`config.mk`:
```
export PLATFORM = sky130hd
export DESIGN_NAME = router_arbiter
export DESIGN_NICKNAME = d
export VERILOG_FILES = /design/src/rtl/router_pkg.sv /design/src/rtl/rr_picker.sv /design/src/rtl/router_arbiter.sv
export SDC_FILE = /design/constraint.sdc
export NUM_CORES = 1
export LEC_CHECK = 0
export CAP_MARGIN = 30
export CELL_PAD_IN_SITES_DETAIL_PLACEMENT = 0
export CELL_PAD_IN_SITES_GLOBAL_PLACEMENT = 1
export CORE_MARGIN = 2
export CORE_UTILIZATION = 31
export DETAILED_ROUTE_END_ITERATION = 7
export PLACE_DENSITY_LB_ADDON = 0.25
export SYNTH_ARGS = -nofsm -noshare
export SYNTH_HDL_FRONTEND = slang
export SYNTH_SLANG_ARGS = --single-unit
```
`constraint.sdc`:
```
create_clock -name clk -period 2.75 [get_ports clk]
set_input_delay 0.4125 -clock clk [delete_from_list [all_inputs] [get_ports clk]]
set_output_delay 0.4125 -clock clk [all_outputs]
set_load 0.05 [all_outputs]
```
`src/rtl/router_pkg.sv`:
```
// Shared types and defaults for the packet-buffer port arbiter.
package router_pkg;

  localparam int DEFAULT_NUM_REQ       = 4;
  localparam int DEFAULT_ADDR_WIDTH    = 10;
  localparam int DEFAULT_NUMBER_PACKET = 19;

  typedef enum logic [1:0] {
    IDLE    = 2'b00,
    XFER    = 2'b01,
    RELEASE = 2'b10
  } state_t;

  typedef enum logic {
    DIR_READ  = 1'b0,
    DIR_WRITE = 1'b1
  } dir_t;

  // A one-beat burst still needs a one-bit counter.
  function automatic int beat_width(input int n);
    return (n > 1) ? $clog2(n) : 1;
  endfunction

endpackage

```
`src/rtl/rr_picker.sv`:
```
// Combinational round-robin select: first eligible client at or after i_ptr, wrapping.
module rr_picker #(
  parameter int NUM_REQ = 4,
  parameter int SEL_W   = $clog2(NUM_REQ)
) (
  input  logic [NUM_REQ-1:0] i_elig,
  input  logic [SEL_W-1:0]   i_ptr,
  output logic               o_valid,
  output logic [SEL_W-1:0]   o_idx
);

  localparam int SW1 = SEL_W + 1;

  logic [SEL_W:0]   w_sum;
  logic [SEL_W-1:0] w_idx;

  // Scan farthest offset first so the closest eligible client is the last write.
  always_comb begin
    o_valid = |i_elig;
    o_idx   = '0;
    w_sum   = '0;
    w_idx   = '0;
    for (int off = NUM_REQ - 1; off >= 0; off--) begin
      w_sum = {1'b0, i_ptr} + SW1'(off);
      if (w_sum >= SW1'(NUM_REQ)) begin
        w_sum = w_sum - SW1'(NUM_REQ);
      end
      w_idx = w_sum[SEL_W-1:0];
      if (i_elig[w_idx]) begin
        o_idx = w_idx;
      end
    end
  end

endmodule

```
`src/rtl/router_arbiter.sv`:
```
// Round-robin owner of the shared packet-buffer port; runs fixed-length bursts per grant.
module router_arbiter
  import router_pkg::*;
#(
  parameter int NUM_REQ       = DEFAULT_NUM_REQ,
  parameter int ADDR_WIDTH    = DEFAULT_ADDR_WIDTH,
  parameter int NUMBER_PACKET = DEFAULT_NUMBER_PACKET
) (
  input  logic                          clk,
  input  logic                          rst_n,
  input  logic [NUM_REQ-1:0]            req_read,
  input  logic [NUM_REQ-1:0]            req_write,
  input  logic [NUM_REQ*ADDR_WIDTH-1:0] req_src_addr,
  input  logic [NUM_REQ*ADDR_WIDTH-1:0] req_dst_addr,
  output logic [NUM_REQ-1:0]            gnt_read,
  output logic [NUM_REQ-1:0]            gnt_write,
  output logic [NUM_REQ-1:0]            xfer_done,
  output logic [ADDR_WIDTH-1:0]         mem_addr,
  output logic                          mem_rd_en,
  output logic                          mem_wr_en,
  output logic [$clog2(NUM_REQ)-1:0]    mem_sel,
  output logic                          busy
);

  localparam int SEL_W  = $clog2(NUM_REQ);
  localparam int BEAT_W = beat_width(NUMBER_PACKET);
  localparam logic [BEAT_W-1:0] LAST_BEAT = BEAT_W'(NUMBER_PACKET - 1);

  state_t              r_state, w_state_nxt;
  dir_t                r_dir, w_dir_nxt;
  logic [SEL_W-1:0]    r_owner, w_owner_nxt, r_rr_ptr, w_pick_idx;
  logic [BEAT_W-1:0]   r_beat;
  logic [ADDR_WIDTH-1:0] r_addr;
  logic [NUM_REQ-1:0]  w_elig;
  logic                w_pick_valid, w_grant;

  logic [NUM_REQ-1:0]  r_gnt_read, r_gnt_write, r_done;
  logic [NUM_REQ-1:0]  w_gnt_read_nxt, w_gnt_write_nxt, w_done_nxt;
  logic                r_rd_en, r_wr_en, r_busy, w_rd_en_nxt, w_wr_en_nxt;

  assign w_elig  = req_read | req_write;
  assign w_grant = (r_state == IDLE) && w_pick_valid;

  rr_picker #(.NUM_REQ(NUM_REQ), .SEL_W(SEL_W)) u_picker (
    .i_elig  (w_elig),
    .i_ptr   (r_rr_ptr),
    .o_valid (w_pick_valid),
    .o_idx   (w_pick_idx)
  );

  always_ff @(posedge clk or negedge rst_n) begin
    if (!rst_n) r_state <= IDLE;
    else        r_state <= w_state_nxt;
  end

  always_comb begin
    w_state_nxt = r_state;
    case (r_state)
      IDLE:    if (w_pick_valid) w_state_nxt = XFER;
      XFER:    if (r_beat == LAST_BEAT) w_state_nxt = RELEASE;
      RELEASE: w_state_nxt = IDLE;
      default: w_state_nxt = IDLE;
    endcase
  end

  // Outputs are decoded from the next state so they can be flopped and still line up with it.
  always_comb begin
    w_owner_nxt     = r_owner;
    w_dir_nxt       = r_dir;
    w_gnt_read_nxt  = '0;
    w_gnt_write_nxt = '0;
    w_done_nxt      = '0;
    w_rd_en_nxt     = 1'b0;
    w_wr_en_nxt     = 1'b0;
    if (w_grant) begin
      w_owner_nxt = w_pick_idx;
      w_dir_nxt   = req_read[w_pick_idx] ? DIR_READ : DIR_WRITE;
    end
    case (w_state_nxt)
      XFER: begin
        if (w_dir_nxt == DIR_READ) begin
          w_gnt_read_nxt[w_owner_nxt] = 1'b1;
          w_rd_en_nxt = 1'b1;
        end else begin
          w_gnt_write_nxt[w_owner_nxt] = 1'b1;
          w_wr_en_nxt = 1'b1;
        end
      end
      RELEASE: w_done_nxt[w_owner_nxt] = 1'b1;
      default: ;
    endcase
  end

  always_ff @(posedge clk or negedge rst_n) begin
    if (!rst_n) begin
      r_owner     <= '0;
      r_dir       <= DIR_READ;
      r_rr_ptr    <= '0;
      r_beat      <= '0;
      r_addr      <= '0;
      r_gnt_read  <= '0;
      r_gnt_write <= '0;
      r_done      <= '0;
      r_rd_en     <= 1'b0;
      r_wr_en     <= 1'b0;
      r_busy      <= 1'b0;
    end else begin
      r_owner     <= w_owner_nxt;
      r_dir       <= w_dir_nxt;
      r_gnt_read  <= w_gnt_read_nxt;
      r_gnt_write <= w_gnt_write_nxt;
      r_done      <= w_done_nxt;
      r_rd_en     <= w_rd_en_nxt;
      r_wr_en     <= w_wr_en_nxt;
      r_busy      <= (w_state_nxt != IDLE);
      if (w_grant) begin
        r_rr_ptr <= (w_pick_idx == SEL_W'(NUM_REQ - 1)) ? '0 : w_pick_idx + 1'b1;
        r_beat   <= '0;
        r_addr   <= req_read[w_pick_idx] ? req_src_addr[w_pick_idx*ADDR_WIDTH +: ADDR_WIDTH]
                                         : req_dst_addr[w_pick_idx*ADDR_WIDTH +: ADDR_WIDTH];
      end else if (r_state == XFER) begin
        r_beat <= r_beat + 1'b1;
        r_addr <= r_addr + 1'b1;
      end
    end
  end

  assign gnt_read  = r_gnt_read;
  assign gnt_write = r_gnt_write;
  assign xfer_done = r_done;
  assign mem_addr  = r_addr;
  assign mem_rd_en = r_rd_en;
  assign mem_wr_en = r_wr_en;
  assign mem_sel   = r_owner;
  assign busy      = r_busy;

endmodule

```
# Word-level counts from Yosys, hierarchy flattened

Index checks and enable logic that the tools add are counted.

Shifts and indexed selects: 2
Add/sub/neg operators: 10
Bitwise operators: 1
Magnitude comparators: 11
Reductions and logical operators: 6
Equal/unequal tests: 5
$mul: 1
Muxes and demuxes: 41

Operators by type and width:

| operator              | number |
|---|---|
| $shiftx 40x7->10      | 2 |
| $mux 10               | 3 |
| $mux 2                | 12 |
| $mux 4                | 5 |
| $lt 2x3->1 const B    | 6 |
| $mux 1                | 12 |
| $add 10x1->10 const B | 1 |
| $bmux 1 s2            | 5 |
| $mux 5                | 2 |
| $ge 3x3->1 const B    | 3 |
| $sub 2x1->2 const B   | 4 |
| $add 2x2->3 const B   | 2 |
| $add 5x1->5 const B   | 1 |
| $eq 5x5->1 const B    | 1 |
| $mul 2x3->5 const B   | 1 |
| $eq 2x1->1 const B    | 2 |
| $eq 2x2->1 const B    | 2 |
| $or 4x4->4            | 1 |
| $pmux 2 s2            | 1 |
| $reduce_bool 2->1     | 2 |
| $reduce_or 4->1       | 1 |
| $add 2x1->3 const B   | 1 |
| $ge 2x3->1 const B    | 1 |
| $add 2x1->2 const B   | 1 |
| other kinds (4)       | 5 |

Output and inout port bits: 27
Register bits after elaboration: 37
Input bits: 90
Logic and storage cells: 89

# Depth between registers and ports, before layout

Gate-level depths: netlist of run 1.

Depth in word-level cells: 16
Gate-level depth with buffers: 10
Mapped depth without buffers: 8

# By module

Synthesis of run 1 repeated with hierarchy kept, for this count alone.

Cell total of the unflattened synthesis: 264
Area total of the unflattened synthesis: 2,517.4 um^2

Modules (own cells, without submodules):

| module         | cells an instance | area each (um^2) | instances | seq. area each (um^2) |
|---|---|---|---|---|
| router_arbiter | 251               | 2,439.8          | 1         | 925.9 |
| rr_picker      | 13                | 77.6             | 1         | 0.0 |

# Least setup slack after synthesis of run 1

No wires, ideal clock.

Path kind: register to register
Start point: register r_addr[2], in the netlist mem_addr[2]
End point: register r_addr[9], in the netlist mem_addr[9]
Clock period less this slack: 2,214 ps
Cell stages (with the launch flop): 8
Data arrival time: 2,076 ps
Data required time: 2,613 ps
Buffers on the path: 0
Slack: 536 ps
Library setup time: 137 ps
Cell sequence: dfrtp_1 -> nand3_1 -> nor3_1 -> a31oi_1 -> o21ai_0 -> o311ai_0 -> a311oi_1 -> a221oi_2

Word-level cells in the longest chain between the ends: 3

Ends and longest elaborated chain:

| item                   | line                  | source |
|---|---|---|
| from (decl)            | router_arbiter.sv:33  | `logic [ADDR_WIDTH-1:0] r_addr;` |
| from (signal assigned) | router_arbiter.sv:119 | `r_addr <= req_read[w_pick_idx] ? req_src_addr[w_pick_idx*ADDR_WIDTH +: ADDR_WIDTH]` |
| from (signal assigned) | router_arbiter.sv:123 | `r_addr <= r_addr + 1'b1;` |
| $add 10x1->10          | router_arbiter.sv:123 |  |
| $mux 10                | router_arbiter.sv:121 | `end else if (r_state == XFER) begin` |
| $mux 10                | router_arbiter.sv:116 | `if (w_grant) begin` |

No other way between the ends. The select of a mux whose other input is x is not followed.
A chain may end at the register's enable or synchronous reset.

# Worst setup path in the final report of run 1

Start point: input port req_write[0]
End point: register r_addr[8], in the netlist mem_addr[8]

Word-level cells in the longest chain between the ends: 11
Elaborated cells between the ends (all ways): 23
Classes of those cells: mul (1); shift (2); mux (16); bitwise (1); reduce/logical (3)

Ends and longest elaborated chain:

| item                                      | line                                         | source |
|---|---|---|
| from (decl)                               | router_arbiter.sv:12                         | `input logic [NUM_REQ-1:0] req_write,` |
| $or 4x4->4 (*)                            | router_arbiter.sv:41                         | `assign w_elig = req_read \| req_write;` |
| $bmux 1 s2                                | rr_picker.sv:29                              | `if (i_elig[w_idx]) begin` |
| $mux 1 (implied by the code)              | rr_picker.sv:29                              |  |
| $mux 2 (4 in series)                      | rr_picker.sv:29                              |  |
| $mul 2x3->5 or $bmux 1 s2 (tied branches) | router_arbiter.sv:119, router_arbiter.sv:120 |  |
| $shiftx 40x7->10 (tied with other cells)  | router_arbiter.sv:120                        | `: req_dst_addr[w_pick_idx*ADDR_WIDTH +: ADDR_WIDTH];` |
| $mux 10                                   | router_arbiter.sv:119                        |  |
| $mux 10                                   | router_arbiter.sv:116                        |  |

Every way passes the cells marked *; elsewhere a longest branch is shown, timed or not. The select of a mux whose other input is x is not followed.

==> flow_summary.json, run 1 <==
{
  "outcome": "finished, final reports clean",
  "critPathMaxFanout": 27,
  "htree_num_levels": 2,
  "power.density_nw_per_um2": 911,
  "cp.required_ps": 2900,
  "finalSetupViolCount": 0,
  "cp.arrival_ps": 2670,
  "multi_input_area_um2": 1660,
  "cts_resized": 0,
  "cts_root_buffer": "clkbuf_8",
  "worstSetupStartpointType": "primary input",
  "path_clk_slew_ps": 80,
  "min_period_over_period": 0.917,
  "critPathSlowestCell": "clkdlybuf4s50_1",
  "tightest_slew_ps": 823,
  "fin_area_um2": 4400,
  "leakagePower_nw": 1.79,
  "row_count": 34,
  "nets": 545,
  "port_buffers": 116,
  "cp_slowest_stage_delay_ps": 470,
  "max-cap-violations": 0,
  "hp-class": "in2async",
  "dieArea_um2": 9610,
  "drtIter0Drc": 163,
  "antenna_found_initial": 0,
  "drive_above_1_share": 0.196,
  "wire_per_inst_um": 15.9,
  "initial_core_util": 0.317,
  "postRouteAntennaNets": 0,
  "dpl_cell_area_um2": 4290,
  "gp_congestion": 0.814,
  "fillers": 829,
  "avgSynthCellArea_um2": 9.07,
  "routed_wl_um": 8930,
  "drt-met1-wl_um": 4210,
  "tns_ps": 0,
  "ys_seq_area_frac": 0.338,
  "grt_pass1_vias": 2918,
  "ir_worst_vdd_mv": 0.356,
  "synth_nets": 395,
  "core_um2": 8640,
  "hold_viol": 0,
  "grt_use_total": 0.181,
  "rsz0062_at_grt": "false",
  "fp.dieH_um": 98.0,
  "post_cts_buffers": 0,
  "cts_sinks": 37,
  "grt-ovfl-total": 0,
  "grt_max_degree": 38,
  "io_pins": 117,
  "async_reset_ff_frac": 1.00,
  "area_growth_pct": 60.5,
  "crit_type": "in2reg",
  "endpoint_kind": "flop",
  "min_period_ps": 2520,
  "met3_length_um": 354,
  "skew_ps": 4.29,
  "tritoncts": "built",
  "syn-cell-area_um2": 2740,
  "synth_cells": 302,
  "synth_cell_types": 61,
  "antenna_cells": 0,
  "ys_seq_elements": 37,
  "num_vias": 2960,
  "top_layer": "met4",
  "yosys_most_used_dff": "dfrtp_1",
  "cts_buffer_depth": 2,
  "path_cells": "clkdlybuf4s50_1 -> nor3_2 -> a211oi_1 -> or3_1 -> or2_1 -> buf_12 -> and4_1 -> a311oi_1 -> a221oi_2",
  "drt-vias-per-instance": 5.28,
  "grt_pass1_wl_um": 14400,
  "dpl.hpwl_um": 7330,
  "route.detailed.drc": 0,
  "cts_buffers": 5,
  "first_pass_iters": 4,
  "hold_buffers": 0,
  "fp.dieW_um": 98.0,
  "slew_headroom": 0.452,
  "dr_wl_met2_um": 4330,
  "synth_warnings": 0,
  "synth_edf_count": 0,
  "clock.fmax_ghz": 0.396,
  "ff_latch_area_um2": 926,
  "clock_latency_ps": 280,
  "maxSlewViolCount": 0
}
==> layout by cell type (no fill, tap or decap), types with 3 or more instances in the layout <==
master	instances
clkdlybuf4s50_1	115
buf_4	39
dfrtp_1	37
nor2_1	26
nand2_1	21
a31oi_1	21
and4_1	18
a21oi_1	16
nor3_1	12
o21ai_0	12
nand3_1	11
inv_1	9
mux2_2	8
o211ai_1	6
xor2_1	6
o21ai_1	5
and3_1	5
clkbuf_8	5
nor3_2	4
a211oi_1	4
mux2i_1	4
buf_12	4
and2_1	3
a311oi_1	3
a21boi_2	3
a221oi_2	3
ha_1	3
==> power by group <==
group	internal, mW	switching, mW
registers	0.758	0.223
clock network	0.272	0.202
logic	1.08	1.47
==> final cells by class <==
class                      instances  share of cell area
clock buffer                       6              0.0165
multi-input combinational        239               0.377
sequential                        37               0.211
tap                              108              0.0307
inverter                          10             0.00854
clock inverter                     2             0.00882
timing repair buffer             159               0.348
==> registers in the layout, summed over array words and instances (netlist names) <==
signal     flops
gnt_write      4
mem_addr      10
xfer_done      4
mem_rd_en      1
mem_wr_en      1
r_beat         5
r_state        2
r_dir          1
r_rr_ptr       2
mem_sel        2
gnt_read       4
busy           1
==> path summary, 6_finish.rpt <==
path / from / endpoint / slack (ps) / cells after the start
min in group clk: r_beat[4] / r_beat[4] / 500 / 1
setup reg to reg: r_rr_ptr[1] / mem_addr[0] / 360 / 9
hold / removal: rst_n / mem_wr_en / 220 / 1
max in group asynchronous: rst_n / mem_addr[6] / 2010 / 1
setup / recovery: req_write[0] / mem_addr[8] / 230 / 9
hold reg to reg: r_beat[4] / r_beat[4] / 500 / 1
==> through the flow <==
step	total power, mW	hold WS (ps)	cells	worst slack (ps)	utilization
after floorplan	2.58	117	302	536	-
after global placement	3.51	480	553	-41.9	0.496
after detailed placement	3.54	488	553	-39.2	0.496
after CTS	4.03	253	561	227	0.509
after global routing	4.26	293	561	84.1	0.509
final	4.01	217	561	228	0.509
==> critical path, delay by kind of cell <==
family                 cells  cell delay (ps)
buffers and inverters      2              640
and+or+nand+nor            4             1110
AOI/OAI and AO/OA          3              500
==> metal layers <==
layer  GRT usage  vias up
li1            -     1460
met1       0.258     1414
met4      0.0288        0
met2       0.299       84
met3      0.0236        2
met5           0        -
==> Yosys cell counts, drive strengths merged, types with 3 or more instances <==
master	instances	area [um^2]
a221oi	4	53.8
nand2	24	103
or2	3	18.8
and2	3	18.8
ha	3	37.5
nor4	3	33.8
and4	18	158
o211ai	6	45.0
nor3	16	100
o21ai	17	85.1
nand3	13	82.6
xor2	6	52.6
a21boi	5	48.8
buf	14	111
mux2i	4	40.0
mux2	9	101
a211oi	5	42.5
inv	9	33.8
nor2	27	104
a311oi	3	26.3
a21oi	20	130
a31oi	21	131
dfrtp	37	926
and3	5	31.3
==> cells by family (layout without fill, tap and decap cells) <==
group	after synthesis	in the layout	synth area share
xor gates and xnor gates	7	7	0.0224
and+or+nand+nor	119	119	0.258
DFF	37	37	0.338
buffers and inverters	26	177	0.0571
adders and majority gates	3	3	0.0137
AOI/OAI and AO/OA	97	97	0.259
muxes	13	13	0.0516
(Power assumes the default switching activity.)
==> run 2, diff against run 1 <==
--- a/config.mk
+++ b/config.mk
@@ -11,6 +11,7 @@
 export CORE_MARGIN = 2
 export CORE_UTILIZATION = 31
 export DETAILED_ROUTE_END_ITERATION = 7
+export GPL_TIMING_DRIVEN = 0
 export PLACE_DENSITY_LB_ADDON = 0.25
 export SYNTH_ARGS = -nofsm -noshare
 export SYNTH_HDL_FRONTEND = slang
==> run 2 against run 1 <==
Net effect: via count down 3.7%; critical path depth grew 1; non-clock buffer count shrank 26; total power shrank 3.8%; register-to-register slack gained 60 ps; sequential power down 2.0%; worst setup slack got worse by 120 ps; wire length shrank 0.86%; maximum frequency shrank 4.5%; critical endpoint is now mem_addr[7].
==> flow_summary.json, run 2 (synthesis gave the netlist of run 1 again) <==
{
  "hp-class": "in2async",
  "hold_viol": 0,
  "crit_type": "in2reg",
  "final_core_util": 0.483,
  "antenna_cells": 0,
  "cp.required_ps": 2950,
  "postRouteAntennaNets": 0,
  "row_count": 34,
  "num_vias": 2851,
  "power_mw": 3.86,
  "fillers": 860,
  "skew_ps": 7.16,
  "drt-vias-per-instance": 5.33,
  "grt-ovfl-total": 0,
  "min_period_over_period": 0.961,
  "htree_num_levels": 2,
  "endpoint_kind": "flop",
  "fp.dieW_um": 98.0,
  "drtIter0Drc": 167,
  "clock_latency_ps": 290,
  "dieArea_um2": 9610,
  "final_common_cell": "clkdlybuf4s50_1",
  "cts_buffer_depth": 2,
  "first_pass_iters": 4,
  "cp_slowest_stage_delay_ps": 640,
  "route.detailed.drc": 0,
  "critPathSlowestCell": "clkdlybuf4s50_1",
  "grt_max_degree": 38,
  "cts_buffers": 5,
  "cts_sinks": 37,
  "min_period_ps": 2640,
  "stdcell_count": 535,
  "finalSetupViolCount": 0,
  "port_buffers": 116,
  "slew_headroom": 0.437,
  "rr_endpoint": "mem_addr[5]",
  "initial_core_util": 0.317,
  "dpl.hpwl_um": 6970,
  "grt_use_total": 0.182,
  "drive_above_1_share": 0.152,
  "largest_reg_flops": 10,
  "tightest_slew_ps": 844,
  "ir_worst_vdd_mv": 0.337,
  "tns_ps": 0,
  "grt_pass1_vias": 2807,
  "core_um2": 8640,
  "path_cells": "clkdlybuf4s50_1 -> nor2_2 -> a211oi_1 -> or3_1 -> buf_4 -> nand3_4 -> buf_2 -> a21boi_2 -> o21ai_1 -> a221oi_2",
  "io_pins": 117,
  "dp.cells": 526,
  "tritoncts": "built",
  "clock.fmax_ghz": 0.379,
  "antenna_found_initial": 0,
  "hold_buffers": 0,
  "cp.arrival_ps": 2840,
  "area_growth_pct": 52.1,
  "crit_family": "buffers and inverters",
  "nets": 519,
  "wire_per_inst_um": 16.5,
  "worstSetupStartpointType": "primary input",
  "gp_congestion": 0.847,
  "maxSlewViolCount": 0,
  "path_clk_slew_ps": 80,
  "reg2regPathDepth": 9,
  "r2r_slack_ps": 420,
  "cts_root_buffer": "clkbuf_8",
  "critPathMaxFanout": 10,
  "leakagePower_nw": 1.65,
  "r2r-start": "r_rr_ptr[1]",
  "fp.dieH_um": 98.0,
  "max-cap-violations": 0,
  "routed_wl_um": 8850,
  "final_cell_mix": "clkdlybuf4s50_1 (115), dfrtp_1 (37), nor2_1 (25)",
  "grt_pass1_wl_um": 14300,
  "path_buf_inv": 3,
  "outcome": "finished, final reports clean",
  "power.density_nw_per_um2": 925
}
==> run 2: changes by cell type in the layout (fill, tap and decap cells not counted), sizes merged <==
cell | previous run | this run
clkbuf | 6 | 8
buf | 44 | 16
==> run 2: power by group <==
part / internal, mW / switching [mW] / total (mW)
combinational: 0.948 / 1.47 / 2.42
clock: 0.272 / 0.200 / 0.472
sequential: 0.759 / 0.203 / 0.961
total: 1.98 / 1.88 / 3.86
==> run 2: worst register-to-register path, stage by stage, from the launching register on <==
cell	delay (ps)
dfrtp_1	380
buf_6	140
nor2b_2	140
o21ai_1	130
a211o_2	410
nand2_4	110
buf_6	190
mux2_2	360
a21oi_1	180
a41oi_1	140
==> run 2: worst max path at each step <==
| stage | start | endpoint | slack (ps) | cells after the start |
|---|---|---|---|---|
| after floorplan | mem_addr[2] | mem_addr[9] | 540 | 7 |
| after global placement | req_read[2] | mem_addr[3] | -280 | 9 |
| after detailed placement | req_read[2] | mem_addr[3] | -300 | 9 |
| after CTS | req_read[2] | mem_addr[3] | 6 | 9 |
| after global routing | req_read[2] | mem_addr[0] | -40 | 10 |
| final | req_read[2] | mem_addr[7] | 110 | 10 |
==> run 2: stage by stage <==
step	setup WS [ps]	hold WS, ps	instance area [um^2]
after floorplan	536	117	2740
after global placement	-285	484	4040
after detailed placement	-296	501	4030
after CTS	6.18	243	4140
after global routing	-40.0	280	4170
final	108	222	4170
==> run 2: timing repair <==
item                                    in CTS  in global routing
buffers inserted                             0                  1
endpoints found under the setup margin       0                 15
resized for setup                            0                  5
==> run 2: area by class of cell <==
class / count / area (um^2) / share of cell area
plain buffers: 16 / 119 / 0.0285
clock buffers: 6 / 72.6 / 0.0174
clock inverters: 2 / 38.8 / 0.00930
well taps: 108 / 135 / 0.0324
multi-input cells: 239 / 1680 / 0.402
flip-flops and latches: 37 / 926 / 0.222
inverters: 10 / 37.5 / 0.00900
repair buffers: 117 / 1160 / 0.279
==> run 2: per-layer routing <==
metal	vias to the layer above	track usage	wire, um
li1	1407	-	-
met1	1330	0.253	4080
met2	105	0.294	4140
met3	9	0.0301	479
met4	0	0.0491	150
met5	-	0	0
